File: src/rtl/reset_sequencer.sv
// reset_sequencer: releases NUM_STAGES reset domains in order, each after a delay and followed by an ack wait with timeout.
module reset_sequencer #(
  parameter int NUM_STAGES  = 4,
  parameter int DELAY_W     = 8,
  parameter int STAGE_DELAY = 16,
  parameter int ACK_TIMEOUT = 64,
  parameter int SW_HOLD     = 8
) (
  input  logic                  clk_i,
  input  logic                  rstn_i,
  input  logic                  sw_rst_req_i,
  input  logic [NUM_STAGES-1:0] stage_ack_i,
  output logic [NUM_STAGES-1:0] rstn_stage_o,
  output logic                  done_o,
  output logic                  busy_o,
  output logic [NUM_STAGES-1:0] err_o
);
  localparam int IW = NUM_STAGES > 1 ? $clog2(NUM_STAGES) : 1;
  localparam logic [IW-1:0] LAST = IW'(NUM_STAGES - 1);
  localparam logic [DELAY_W-1:0] DLY_LAST = DELAY_W'(STAGE_DELAY - 1);
  localparam logic [DELAY_W-1:0] TMO_LAST = DELAY_W'(ACK_TIMEOUT > 0 ? ACK_TIMEOUT - 1 : 0);
  localparam logic [DELAY_W-1:0] HOLD_LAST = DELAY_W'(SW_HOLD - 1);

  typedef enum logic [1:0] {DELAY, WAIT_ACK, DONE, HOLD} state_e;

  state_e                state_q, state_d;
  logic [IW-1:0]         idx_q, idx_d;
  logic [DELAY_W-1:0]    cnt_q, cnt_d;
  logic [NUM_STAGES-1:0] stage_q, stage_d;
  logic [NUM_STAGES-1:0] err_q, err_d;
  logic                  done_q, done_d;
  logic                  busy_q;
  logic                  ack_ok, tmo;

  always_comb begin
    state_d = state_q;
    idx_d   = idx_q;
    cnt_d   = cnt_q + 1'b1;
    stage_d = stage_q;
    err_d   = err_q;
    done_d  = done_q;
    ack_ok  = stage_ack_i[idx_q] | (ACK_TIMEOUT == 0);
    tmo     = (ACK_TIMEOUT != 0) && (cnt_q == TMO_LAST);
    if (sw_rst_req_i) begin
      state_d = HOLD;
      idx_d   = '0;
      cnt_d   = '0;
      stage_d = '0;
      done_d  = 1'b0;
    end else begin
      case (state_q)
        DELAY: if (cnt_q == DLY_LAST) begin
          stage_d[idx_q] = 1'b1;
          cnt_d          = '0;
          state_d        = WAIT_ACK;
        end
        WAIT_ACK: begin
          // an ack arriving on the timeout cycle wins, so no error is flagged
          if (!ack_ok && tmo) err_d[idx_q] = 1'b1;
          if (ack_ok || tmo) begin
            if (idx_q == LAST) begin
              done_d  = 1'b1;
              state_d = DONE;
            end else begin
              idx_d   = idx_q + 1'b1;
              cnt_d   = '0;
              state_d = DELAY;
            end
          end
        end
        DONE: cnt_d = cnt_q;
        HOLD: if (cnt_q == HOLD_LAST) begin
          cnt_d   = '0;
          state_d = DELAY;
        end
        default: state_d = DELAY;
      endcase
    end
  end

  always_ff @(posedge clk_i) begin
    if (!rstn_i) begin
      state_q <= DELAY;
      idx_q   <= '0;
      cnt_q   <= '0;
      stage_q <= '0;
      err_q   <= '0;
      done_q  <= 1'b0;
      busy_q  <= 1'b1;
    end else begin
      state_q <= state_d;
      idx_q   <= idx_d;
      cnt_q   <= cnt_d;
      stage_q <= stage_d;
      err_q   <= err_d;
      done_q  <= done_d;
      busy_q  <= state_d != DONE;
    end
  end

  assign rstn_stage_o = stage_q;
  assign done_o       = done_q;
  assign busy_o       = busy_q;
  assign err_o        = err_q;
endmodule

File: config.mk
export PLATFORM = sky130hd
export DESIGN_NAME = reset_sequencer
export DESIGN_NICKNAME = d
export VERILOG_FILES = /design/src/rtl/reset_sequencer.sv
export SDC_FILE = /design/constraint.sdc
export NUM_CORES = 1
export LEC_CHECK = 0
export ABC_AREA = 1
export CORE_MARGIN = 10
export CORE_UTILIZATION = 52
export DETAILED_ROUTE_END_ITERATION = 10
export PLACE_DENSITY = 0.77
export SYNTH_ARGS = -nofsm -noshare
export SYNTH_HDL_FRONTEND = slang
export SYNTH_SLANG_ARGS = --single-unit
File: constraint.sdc
create_clock -name clk_i -period 1.6 [get_ports clk_i]
set_input_delay 0.24 -clock clk_i [delete_from_list [all_inputs] [get_ports clk_i]]
set_output_delay 0.24 -clock clk_i [all_outputs]
set_load 0.05 [all_outputs]
==> reports/metrics.cfg <==
[outcome]
outcome=complete, no violations

[pwr]
p_total_uw=994
peakVddDrop_mv=0.491
pwr-share-clk_pct=30.7
p_per_area_nw_per_um2=731
p_sw_uw=251
internal_power_uw=743
sw_frac_of_total_pct=25.2
p_leak_uw=0.000577
pwr-share-comb_pct=12.0
sequentialPowerShare_pct=57.3

[setup_path]
reg2reg_depth=10
critPathArrivalTime_ns=1.70
r2r-start=cnt_q[0]
cp-startpoint=cnt_q[0]
reg2reg_to=cnt_q[0]
critPathCapture=cnt_q[0]
critPathKind=flip-flop to flip-flop
worst_setup_path_end_kind=flip-flop
critPathMaxFanout=7
start_kind=flip-flop
cp_data_required_time_ns=1.82
r2r_slack_ns=0.12

[global_route]
antenna_found_initial=0
busiest_layer=met2
grt_util_met1_pct=11.2
gr-usage-met3_pct=3.68
grt_max_degree=13
overflow=0
grt_pass1_vias=915
grt.met2_usage_pct=16.5
grt_use_total_pct=10.2
grt_pass1_wl_um=3680

[floorplan]
io_pins=17
die_y_um=67.0
dieArea_sq_um=4480
start_util_pct=56.7
design.core.area_sq_um=2020
chipWidth_um=67.0
fp-row-count=16

[route]
drtIter0Drc=55
wire_per_inst_um=11.7
vias=974
drc=0
finalWirelength_um=2240
firstDrtPassIters=4
vias_per_cell=5.07
postRouteAntennaNets=0

[sta]
worst_slack_ns=0.123
fin_tns_setup_ns=0
slew_viol_final=0
slew_headroom_pct=72.6
setup_viol=0
period_minus_slack_ns=1.48
tightest_slew_ns=0.410
hold_viol_final=0
fin_worst_skew_ns=0.00755
finalCritPeriodShare_pct=92.3
rsz0062_at_grt=no
fmax_mhz=677

[final_layout]
nNetsFinal=178
diodes=0
drive_above_1_share_pct=24.8
area_growth_pct=18.5
fill_cells=177
final_area_sq_um=1360

[synth]
synth_cells=144
avgSynthCellArea_sq_um=7.97
synth_nets=156
synthesis.area_sq_um=1150
seq_area_frac_synth_pct=38.4
synth_cell_types=27
yosysWarnings=0
synth_seq_cells=22

[clocking]
clockBufferDepth=2
htree_num_levels=1
numCtsBuffers=3
root_buffer=clkbuf_4
cts.clk_slew.worst_paths_ns=0.12
clock_latency_ns=0.31
cts_setup_buffers=0
cts-resized-gates=0
holdBufCountCts=0
cts_tree=built
cts_num_sinks=22

[min_path]
hp-class=input port to flip-flop
hp-start=rstn_i

[place]
numPortBuffers=16
dpl_worst_slack_ns=0.0992
gp_congestion=0.805
place_area_sq_um=1320
dpl.hpwl_um=1840

[flow_run]
timing.max_cap.violations=0

[per-stage QoR]
step           hold WS [ns]  utilization (%)  instances
2_1_floorplan         0.325                -        144
3_5_place_dp          0.446             65.5        188
4_1_cts               0.461             67.3        192
3_3_place_gp          0.439             65.5        188
6_report              0.455             67.3        192
5_1_grt               0.471             67.3        192
[layout by cell type, fill, tap and decap left out, drive strengths merged]
cell type / count
clkbuf: 4
nor2: 24
buf: 11
a31oi: 1
o2111ai: 1
clkdlybuf4s50: 6
a21o: 1
nand4: 6
dfxtp: 22
o21a: 1
xnor2: 3
a21oi: 9
o21ai: 3
mux2i: 1
inv: 23
xor2: 2
ha: 5
nand2: 26
nor3: 2
nand3: 14
[power groups by stage]
| stage | clock (uW) | combinational (uW) | sequential [uW] |
|---|---|---|---|
| after floorplan | 0 | 81.0 | 585 |
| after global placement | 0 | 118 | 581 |
| after detailed placement | 0 | 120 | 582 |
| after CTS | 311 | 120 | 570 |
| after global routing | 332 | 132 | 572 |
| final | 305 | 120 | 569 |
[registers in the layout, summed over array words and instances (netlist names)]
signal,flops
state_q,2
rstn_stage_o,4
busy_o,1
err_o,4
idx_q,2
cnt_q,8
done_o,1
[metal layers]
metal  vias to the layer above  wire [um]
met5                         -          0
met3                         5        191
met2                        28       1010
li1                        506          -
met4                         0         38
met1                       435       1000
[worst min path at each step]
| stage | slack (ns) | to | depth (start not counted) |
|---|---|---|---|
| after floorplan | 0.32 | busy_o | 1 |
| after global placement | 0.44 | err_o[3] | 2 |
| after detailed placement | 0.45 | rstn_stage_o[1] | 2 |
| after CTS | 0.46 | busy_o | 2 |
| after global routing | 0.47 | busy_o | 2 |
| final | 0.45 | busy_o | 2 |
[synthesized netlist by cell type]
cell       instances  share of area (%)
a31oi_1            1               0.55
nor2_8             1                1.7
nand3_1           11                4.8
inv_4              1               0.55
nor2_1            12                3.9
nor2_4             1               0.98
o21ai_0            2               0.87
ha_1               5                5.5
nor2_2            10                5.5
nand2_4            4                3.9
xnor2_1            3                2.3
nand4_1            6                3.3
o21a_1             1               0.65
dfxtp_1           22                 38
nor3_1             1               0.44
nand2_2            3                1.6
inv_2              2               0.65
a21oi_1            9                3.9
o21ai_1            1               0.44
nor3_2             1               0.87
xor2_1             2                1.5
o2111ai_1          1               0.76
nand3_2            3                2.6
mux2i_1            1               0.87
nand2_1           19                6.2
inv_1             20                6.5
a21o_1             1               0.65
[critical path, cell delays in order (launching register included)]
cell	delay [ns]
dfxtp_1	0.39
ha_1	0.18
nand2_1	0.09
nor2_2	0.12
nand2_1	0.15
nand2_4	0.13
nand2_2	0.05
nand2_2	0.05
nand2_2	0.06
nand2_4	0.12
nor2_2	0.04
[logic make-up after synthesis]
| logic type | Yosys count | share of synthesized area, % |
|---|---|---|
| xor gates and xnor gates | 5 | 3.82 |
| muxes | 1 | 0.872 |
| buffers and inverters | 23 | 7.74 |
| DFF | 22 | 38.4 |
| adders and majority gates | 5 | 5.45 |
| AOI/OAI and AO/OA | 16 | 7.85 |
| and+or+nand+nor | 72 | 35.9 |
[layout make-up]
cell class                      instances  area, sq um  share of cell area, %
Timing Repair Buffer                   17          143                   10.5
Tap cell                               27         33.8                   2.48
Multi-Input combinational cell         99          618                   45.4
Inverter                               23         88.8                   6.53
Sequential cell                        22          440                   32.4
Clock buffer                            4         36.3                   2.67
No activity file was read; power rests on OpenSTA's default activity.
==> edit 1 (config.mk and constraints unchanged) <==
Reset style: asynchronous (`rstn_i`), changed in one clocked block.
--- a/src/rtl/reset_sequencer.sv
+++ b/src/rtl/reset_sequencer.sv
@@ -80,3 +80,3 @@
 
-  always_ff @(posedge clk_i) begin
+  always_ff @(posedge clk_i or negedge rstn_i) begin
     if (!rstn_i) begin
Function: no difference found for any inputs over 10 cycles, from zero or initial values and one cycle with rstn_i low; that may be too few to reach the edited logic, so the function may still have changed.
==> edit 1 against the original RTL <==
- count of clock-buffer cells in the layout stayed put
- critical path depth is 2 lower
- worst setup slack better by 0.021 ns
- cell count is 15% higher
- first-iteration DRC count is 3.6% higher
- die area is 9.2% higher
- area after synthesis is 13% higher
- sequential cell count stayed put
- core utilization is 3.6 points lower
- routed wire length is 25% higher
- design area is 14% higher
- critical path type unchanged
Power is not compared: it rests on default switching activity, and its combinational part moved more than twofold at a synthesized area within 25%.
==> edit 1: results (changes against the original RTL) <==
Placement
  • Hpwl dp: 2160 um (+17%)
  • Cell total after placement: 216 (+15%)
  • Placed inst area: 1490 sq um (+13%)
  • RD Place Congestion: 0.792 (-1.6%)

Setup path
  • Max stage delay cell, worst path: dfrtp_1
  • CP endpoint kind: flop
  • Worst r2r dst: cnt_q[3]$_DFFE_PN0P_
  • Worst R2R Path Depth: 8 (-2)
  • Crit path largest cell delay: 0.46 ns (+0.07 ns)
  • Worst path arrival time: 1.67 ns (-0.03 ns)
  • Worst R2R Setup Slack: 0.14 ns (+0.02 ns)
  • Setup crit start: cnt_q[0]$_DFFE_PN0P_
  • Reg2Reg Launch Point: cnt_q[0]$_DFFE_PN0P_
  • Cell family with most CP delay: simple AND/OR/NAND/NOR gates

Logic synthesis
  • Synth Flop Type: dfrtp_1
  • Mux share of post-synthesis cell area: 0% (-0.87 points)
  • Synth cell count leaders: 49 x nand2_1, 21 x dfrtp_1, 21 x inv_1, 21 x nor2_1, 12 x nand3_1
  • Cell variety after synth: 22 (-19%)
  • Post-synthesis compound-gate area fraction: 7.71% (-0.14 points)
  • Sequential area share after synthesis: 42.5% (+4.1 points)
  • Synth Area in XOR/XNOR: 1.35% (-2.5 points)
  • Top cells by area, synth: dfrtp_1 40%, nand2_1 14%, inv_1 6.1%, nor2_1 6.1%, ha_1 4.8%
  • Mean Syn Cell Area: 7.68 sq um (-3.5%)
  • Post-Syn Nets: 181 (+16%)
  • Post-Synth Adder-Cell Area: 4.82% (-0.64 points)
  • Asr flop ratio synth: 100% (+100 points)
  • Syn. warnings: 0 (unchanged)

Cells and area
  • Max reg flops: 8 (unchanged)
  • Top reg by flops: cnt_q
  • Filler Cells Inserted: 235 (+33%)
  • Layout cell share with drive strength beyond 1: 20.4% (-4.4 points)
  • # diodes: 0 (unchanged)
  • Final net count: 204 (+15%)

STA
  • Skew final: 0.000783 ns (-0.00676 ns)
  • Worst Tran Pin Value: 0.343 ns (-0.0668 ns)

CTS
  • Insertion delay to the later sink of the worst-skew pair: 0.31 ns (about the same)
  • Hold buffer count at cts: 0 (unchanged)
  • # H-tree levels: 1 (unchanged)
  • CTS clk-pin slew, worst paths: 0.12 ns (about the same)
  • CTS Buf Count: 3 (unchanged)
  • Root buf cell: clkbuf_4

Global route
  • Global routing usage on met2: 20.2% (+3.8 points)
  • Total GRT Usage: 11.7% (+1.5 points)
  • Largest net degree at the start of global routing: 23 (+10)
  • First-pass GRT wire length: 5010 um (+36%)
  • Grt met3 use: 2.97% (-0.71 points)
  • Global Route met1 Usage: 13.3% (+2.1 points)
  • Initial antenna violation count: 0 (unchanged)
  • Vias in the first global route: 1175 (+28%)

Min path
  • Hold Path Class: in -> async

Routing
  • Iteration count of the initial detailed-routing pass: 4 (unchanged)
  • Via density: 5.19 (+2.3%)
  • Initial DRC count: 57 (+3.6%)
  • Total routed wirelength: 2810 um (+25%)
  • Routed via count: 1147 (+18%)

Power
  • Max VDD drop: 0.000639 V

Run status
  • Status: finished clean
[edit 1: stage by stage]
step / setup slack [ns] / utilization, % / TNS (ns) / hold WS, ns
2_1_floorplan: 0.314 / - / 0 / -0.0556
3_3_place_gp: 0.0976 / 61.3 / 0 / 0.459
3_5_place_dp: 0.0645 / 61.3 / 0 / 0.465
4_1_cts: 0.0725 / 62.8 / 0 / 0.264
5_1_grt: -0.00686 / 63.7 / -0.00686 / 0.282
6_report: 0.144 / 63.7 / 0 / 0.259
[edit 1: timing repair]
item                       CTS  global route
setup buffers                0             1
setup endpoints to repair    0            12
resized for setup            0             3
hold endpoints to repair     0             0
[edit 1: how the worst min path moves through the flow]
stage                         startpoint                    to  slack [ns]  depth (start not counted)
global route                      rstn_i  cnt_q[4]$_DFFE_PN0P_        0.28                          2
finish                            rstn_i  cnt_q[4]$_DFFE_PN0P_        0.26                          2
floorplan                         rstn_i  cnt_q[0]$_DFFE_PN0P_       -0.06                          0
CTS                               rstn_i  cnt_q[5]$_DFFE_PN0P_        0.26                          2
global placement    err_o[0]$_DFFE_PN0P_  err_o[0]$_DFFE_PN0P_        0.46                          1
detailed placement  err_o[3]$_DFFE_PN0P_  err_o[3]$_DFFE_PN0P_        0.46                          1
[edit 1: logic make-up after synthesis]
kind of cell               count (synthesis)
AOI/OAI and AO/OA                         14
DFF                                       22
buffers and inverters                     24
adders and majority gates                  5
xor gates and xnor gates                   2
and+or+nand+nor                          102
[edit 1: where the power goes]
| part | switching (uW) | total [uW] | internal [uW] |
|---|---|---|---|
| combinational | 190 | 297 | 108 |
| clock | 169 | 308 | 139 |
| sequential | 46.8 | 634 | 587 |
| total | 406 | 1240 | 834 |
[edit 1: final cells by class]
class	count	area (sq um)	share of cell area, %
Sequential cell	22	552	35.6
Clock buffer	4	36.3	2.34
Tap cell	30	37.5	2.42
Timing Repair Buffer	21	185	12.0
Multi-Input combinational cell	123	659	42.6
Inverter	21	78.8	5.09
[edit 1: routing by layer]
layer	routed length (um)	share of wire (%)
met5	0	0
met4	54	1.9
met3	108	3.8
met2	1410	50
met1	1240	44
==> edit 2 (config.mk and constraints unchanged) <==
Made on the original files. `ACK_TIMEOUT`: 64 -> 32.
--- a/src/rtl/reset_sequencer.sv
+++ b/src/rtl/reset_sequencer.sv
@@ -5,3 +5,3 @@
   parameter int STAGE_DELAY = 16,
-  parameter int ACK_TIMEOUT = 64,
+  parameter int ACK_TIMEOUT = 32,
   parameter int SW_HOLD     = 8
Behaviour: no difference found for any inputs over 10 cycles, from zero or initial values and one cycle with rstn_i low; that may be too few to reach the edited logic, so the function may still have changed.
==> edit 2 against the original RTL <==
- total power down 6.7%
- non-clock buffer count up 1
- worst setup slack better by 0.054 ns
- area after synthesis up 1.3%
- synthesized cell count down 1.4%
- sequential share of layout area down 0.53 points
- via count down 1.5%
- clock skew down 0.0053 ns
- first-iteration DRC count down 55%
- global-route usage up 0.65 points
- sequential cell count unchanged
- routed wire length up 2.2%
- design area up 1.7%
- critical path type unchanged
==> edit 2: results (changes against the original RTL) <==
Cells and area
  • Layout cell share with drive strength beyond 1: 32.5% (+7.7 points)
  • Filler Cells Inserted: 198 (+12%)
  • Final net count: 177 (-0.56%)

Power
  • Switch Pwr: 236 uW (-5.7%)
  • P_leak: 0.000519 uW (-10%)
  • Gate power share: 13.1% (+1.1 points)
  • Clk pwr share: 25.8% (-4.9 points)

Global route
  • Vias in the first global route: 920 (+0.55%)
  • First-pass GRT wire length: 3920 um (+6.6%)
  • Total GRT Usage: 10.8% (+0.65 points)

Routing
  • DRT met1 WL: 1070 um (+6.6%)
  • Met2 routed WL: 1080 um (+6.5%)
  • Via density: 5.02 (-1.0%)
  • Initial DRC count: 25 (-55%)
  • Total routed wirelength: 2290 um (+2.2%)

Placement
  • RD Place Congestion: 0.846 (+5.1%)
  • Pre-CTS WS: 0.0960 ns (-0.00311 ns)
  • Hpwl dp: 1880 um (+2.0%)
  • Placed inst area: 1350 sq um (+1.8%)

Logic synthesis
  • Sequential area share after synthesis: 37.9% (-0.50 points)
  • Synth cell count leaders: 22 x dfxtp_1, 14 x inv_1, 14 x nand2_1
  • Cell variety after synth: 25 (-7.4%)
  • Top cells by area, synth: dfxtp_1 38%, nor2_2 6.5%, ha_1 5.4%, a21oi_1 5.2%, inv_1 4.5%

Min path
  • Hold Path Class: reg -> reg
  • Hold_sp: rstn_stage_o[0]$_SDFFE_PP0P_
  • Hold worst-path end: rstn_stage_o[0]$_SDFFE_PP0P_

STA
  • Worst Tran Pin Value: 0.278 ns (-0.132 ns)
  • Skew final: 0.00223 ns (-0.00532 ns)

Setup path
  • Setup crit start: cnt_q[1]$_SDFFE_PP0P_

Run status
  • Status: finished clean
-- edit 2: cell count changes after synthesis, moves of 2 or more --
cell,delta
a21oi_1,+3
inv_1,-6
inv_2,+5
nand2_1,-5
nand2_2,+2
nor2_2,+2
o21ai_0,-2
xnor2_1,-2
xor2_1,+3
-- edit 2: kinds of logic (layout without fill, tap and decap cells) --
| kind of cell | Yosys count | in the layout | synth area share [%] |
|---|---|---|---|
| flops | 22 | 22 | 37.9 |
| simple gates | 72 | 72 | 37.4 |
| xor+xnor | 6 | 6 | 4.52 |
| mux | 1 | 1 | 0.861 |
| fa+ha+maj | 5 | 5 | 5.38 |
| buf+inv | 21 | 42 | 6.78 |
| compound gates | 15 | 15 | 7.21 |
-- edit 2: cell type report --
type	count	area [sq um]	area share, %
timing repair buffer	18	150	10.9
tap	28	35.0	2.53
multi-input combinational	99	656	47.4
inverter	21	78.8	5.70
sequential	22	440	31.9
clock buffer	3	22.5	1.63
